<file path="src/rtl/switch_debounce_fsm.sv">
// switch_debounce_fsm: debounces a raw switch on rising edges of a slow toggle sampled as data
module switch_debounce_fsm #(
    parameter int STABLE_SAMPLES = 3,
    parameter int CNT_WIDTH      = 8
) (
    input  logic                 i_clk,
    input  logic                 i_rst,
    input  logic                 i_slow_clk,
    input  logic                 i_sw,
    output logic                 o_sw_db,
    output logic                 o_press,
    output logic                 o_release,
    output logic [CNT_WIDTH-1:0] o_press_cnt
);
    typedef enum logic [1:0] {LOW, RISE, HIGH, FALL} state_t;
    localparam logic [7:0] SS = 8'(STABLE_SAMPLES);
    localparam logic ONE_SAMPLE = (SS == 8'd1);
    state_t     state, state_n;
    logic [7:0] scnt, scnt_n, scnt_inc;
    logic [1:0] sw_sync, sc_sync;
    logic       sc_d, sw_s, tick, press_n, release_n;
    assign sw_s     = sw_sync[1];
    assign tick     = sc_sync[1] & ~sc_d;
    assign scnt_inc = scnt + 8'd1;
    // synchronizers, edge history, FSM registers and registered outputs
    always_ff @(posedge i_clk) begin
        if (i_rst) begin
            sw_sync     <= '0;
            sc_sync     <= '0;
            sc_d        <= 1'b0;
            state       <= LOW;
            scnt        <= '0;
            o_sw_db     <= 1'b0;
            o_press     <= 1'b0;
            o_release   <= 1'b0;
            o_press_cnt <= '0;
        end else begin
            sw_sync     <= {sw_sync[0], i_sw};
            sc_sync     <= {sc_sync[0], i_slow_clk};
            sc_d        <= sc_sync[1];
            state       <= state_n;
            scnt        <= scnt_n;
            o_sw_db     <= (state_n == HIGH) || (state_n == FALL);
            o_press     <= press_n;
            o_release   <= release_n;
            o_press_cnt <= o_press_cnt + CNT_WIDTH'(press_n);
        end
    end
    // next state and strobes; only a tick cycle may move the FSM
    always_comb begin
        state_n   = state;
        scnt_n    = scnt;
        press_n   = 1'b0;
        release_n = 1'b0;
        if (tick) begin
            case (state)
                LOW: if (sw_s) begin
                    state_n = ONE_SAMPLE ? HIGH : RISE;
                    scnt_n  = ONE_SAMPLE ? 8'd0 : 8'd1;
                    press_n = ONE_SAMPLE;
                end
                RISE: begin
                    state_n = !sw_s ? LOW : (scnt_inc == SS) ? HIGH : RISE;
                    scnt_n  = (!sw_s || scnt_inc == SS) ? 8'd0 : scnt_inc;
                    press_n = sw_s && scnt_inc == SS;
                end
                HIGH: if (!sw_s) begin
                    state_n   = ONE_SAMPLE ? LOW : FALL;
                    scnt_n    = ONE_SAMPLE ? 8'd0 : 8'd1;
                    release_n = ONE_SAMPLE;
                end
                FALL: begin
                    state_n   = sw_s ? HIGH : (scnt_inc == SS) ? LOW : FALL;
                    scnt_n    = (sw_s || scnt_inc == SS) ? 8'd0 : scnt_inc;
                    release_n = !sw_s && scnt_inc == SS;
                end
                default: state_n = LOW;
            endcase
        end
    end
endmodule

</file>
<file path="config.mk">
export PLATFORM = sky130hd
export DESIGN_NAME = switch_debounce_fsm
export DESIGN_NICKNAME = d
export VERILOG_FILES = /design/src/rtl/switch_debounce_fsm.sv
export SDC_FILE = /design/constraint.sdc
export NUM_CORES = 1
export LEC_CHECK = 0
export BUFFER_PORTS_ARGS = -buffer_cell sky130_fd_sc_hd__buf_2
export CAP_MARGIN = 20
export CORE_MARGIN = 2
export CORE_UTILIZATION = 63
export CTS_BUF_LIST = sky130_fd_sc_hd__clkbuf_4 sky130_fd_sc_hd__clkbuf_8
export CTS_CLUSTER_SIZE = 20
export DETAILED_ROUTE_END_ITERATION = 12
export GPL_ROUTABILITY_DRIVEN = 0
export PLACE_DENSITY = 0.86
export SETUP_SLACK_MARGIN = 0.02
export SLEW_MARGIN = 20
export SYNTH_ARGS = -nofsm -noshare
export SYNTH_HDL_FRONTEND = slang
export SYNTH_SLANG_ARGS = --single-unit
</file>
<file path="constraint.sdc">
create_clock -name i_clk -period 3.7 [get_ports i_clk]
set_input_delay 0.185 -clock i_clk [delete_from_list [all_inputs] [get_ports i_clk]]
set_output_delay 0.185 -clock i_clk [all_outputs]
set_load 0.01 [all_outputs]
</file>
==> impl_results.md <==
- Worst setup EP type: register
- Multi-input combinational cell area: about 600 µm²
- Synth unique cells: 33
- Site Rows: 15
- Core ar.: 1750 µm²
- Max stage delay on crit path: 0.42 ns
- Share of the synthesized area in the top cell type: ~44%
- Post-route minimum period: 2.77 ns
- Largest cells by area after synthesis: dfxtp_1 (44%), ha_1 (4.2%), nor2_1 (4.1%)
- Antenna violations before repair: 0
- CTS Buf Count: 3
- Max-slew violations: 0
- R2R depth: 11
- Fillers: between 100 and 150
- VDD IR max: 263 µV
- CP Launch Type: register
- Seq cells post-synth: 26
- Outcome: completed
- First-pass GRT wire length: 3.38 mm
- Worst Path Max Fanout: 10
- Power Dens Cells: 326 nW/µm²
- CP top delay family: simple AND/OR/NAND/NOR gates
- Die width: 47.3 µm
- Hold Path Stages: 2
- H-tree depth: 1
- Final WS setup: 0.929 ns
- Final Hold Vio Count: 0
- Number of vias per cell: 5.75
- CTS Sinks: 26
- Top-Level Pins: 15
- Detailed Route WL: 2.15 mm
- Area growth syn-to-layout: 7.00%
- Post-DP HPWL: 1.59 mm
- Clock Skews: 0.0108 ns
- Hold Slack: 0.0769 ns
- Hold path start: i_slow_clk
- CP Data Required Time: 3.92 ns
- Die area: ~2200 µm²
- WL/cell: 12.9 µm
- Unrepaired setup endpoints after global routing: no
- Cells along the critical path: ha_1, and3_1, nor4_1, o221ai_2, or2_1, nor3_1, ha_1, and3_1, nand3_1, xor2_1, nor2_1
- Post-Syn Nets: 137
- Synth Cell Area: 1180 µm²
- Gates resized, CTS repair: 0
- FF-to-FF setup slack: 0.93 ns
- Pre-CTS WS: 0.973 ns
- RR Endpoint: o_press_cnt[7]
- Tcrit/Tclk final: 74.9%
- FF-to-FF Start: scnt[0]
- Final antenna-violating net count: 0
- Maximum clock insertion buffer count: 2
- Measured slew at the worst slew-check pin: around 0.55 ns
- Avg Inst Size Synth: 9.15 µm²
- Final Util: between 70% and 80%
- Worst skew pair latency: 0.32 ns
- Number of port buffers: 14
- Final setup violation count: 0
- Root Buffer: clkbuf_4
- Placed Cells: 163
- Sequential Area: roughly 520 µm²
- WP buf/inv: 0
- Leak pwr: approximately 0.00052 µW
- Ys Warns: 0
- Starting Density: 67.6%
- CP Data Arrival Time: 2.99 ns
- NumNets Final: 151
- CTS Hold Bufs: 0
- Clock transition at the registers of the reported paths: 0.13 ns
- Hold Path Class: input pin to register
- Max cap viols: 0
- Setup TNS Final: 0 ns
- Grt total ovfl: 0
- CTS tree: yes
- Seq/Total Area, Yosys: 44.1%
- GRT Total Usage: 21.9%
- Layout cell share with drive strength beyond 1: 14.2%
- Layout Cells excl Fill: 166
- Detailed Routing Iterations Pass 1: 4
- # DRC: 0
- Fmax: 361 MHz
- 1st-iter DRT viols: 30
- Via Count: 954
- Mapped Cells: 129
- CP max-delay cell: dfxtp_1
- Antenna diodes: 0
- WS Path Type: register to register
- Largest net degree at the start of global routing: 24
- Postcts setup bufs: 0
- Die H: 47.3 µm
- Dominant cell type by area after synthesis: dfxtp_1
- Max-slew headroom: 63.3%
- Worst Hold Path EP: sc_sync[0]
- Vias in the first global route: just under 800
-- synth_stat cells (all sizes together) --
library cell and n:
a211o 1, a21boi 1, a21oi 8, a221o 1, a22o 2, and3 6
and3b 1, buf 3, clkbuf 2, dfxtp 26, ha 4, inv 4
mux2i 1, nand2 5, nand2b 2, nand3 7, nand3b 1, nand4 2
nor2 13, nor2b 7, nor3 8, nor4 4, o21ai 3, o221ai 1
o31ai 4, o32a 1, or2 1, or3 1, or4 1, xnor2 3
xor2 5
-- cell usage in the layout (no fill, tap or decap), types with 2 or more instances in the layout --
cell	n
a22o_1	2
o31ai_1	4
nor2_1	13
nand2b_1	2
o21ai_0	3
buf_2	14
and3_1	6
a21oi_1	7
ha_1	4
xor2_1	5
nor4_1	4
nor2b_1	7
nand4_1	2
xnor2_1	3
dfxtp_1	26
nor3_1	7
clkbuf_4	3
nand3_1	7
inv_1	4
nand2_1	5
-- worst max-delay path by stage --
| stage | start | to | slack (ns) | cells after the start |
|---|---|---|---|---|
| floorplan | scnt[1] | o_press_cnt[5] | 1.33 | 11 |
| global placement | scnt[0] | o_press_cnt[7] | 1.15 | 11 |
| detailed placement | scnt[0] | o_press_cnt[4] | 0.97 | 11 |
| CTS | scnt[0] | o_press_cnt[5] | 0.94 | 11 |
| global route | scnt[0] | o_press_cnt[7] | 0.76 | 11 |
| finish | scnt[0] | o_press_cnt[7] | 0.93 | 11 |
-- per-layer routing --
metal / global-route usage [%] / vias up / part of all wire [%]
li1: - / 483 / -
met1: 26.4 / 419 / 46
met2: 37.0 / 39 / 46
met3: 4.62 / 13 / 4.4
met4: 10.0 / 0 / 3.5
met5: 0 / - / 0
-- power by group --
group          switching, µW  total, µW  internal [µW]
logic                   7.48       11.2           3.69
registers               1.35        284            282
clock network           77.9        116           38.1
-- kinds of logic (layout without fill, tap and decap cells) --
family	Yosys count	after routing	share of synthesized area (%)
buffers and inverters	9	21	4.77
DFF	26	26	44.1
and+or+nand+nor	59	59	26.7
adders and majority gates	4	4	4.24
xor gates and xnor gates	8	8	5.94
AOI/OAI and AO/OA	22	22	13.4
muxes	1	1	0.848
-- flip-flops by register name (all words and copies together) (netlist names) --
| name | flops |
|---|---|
| sc_d | 1 |
| o_press_cnt | 8 |
| state | 2 |
| o_release | 1 |
| sc_sync | 2 |
| scnt | 8 |
| sw_sync | 2 |
| o_sw_db | 1 |
| o_press | 1 |
-- per-stage QoR --
step,area [µm²],power [µW]
CTS,1260,414
finish,1260,411
floorplan,1180,298
detailed placement,1240,301
global placement,1240,301
global route,1260,422
-- cell type report --
class / instances / area share (%)
Inverter: 4 / 1.19
Clock buffer: 3 / 1.78
Sequential cell: 26 / 41.2
Tap cell: 25 / 2.48
Multi-Input combinational cell: 94 / 47.8
Timing Repair Buffer: 14 / 5.55
Power figures use the tool's default switching activity.
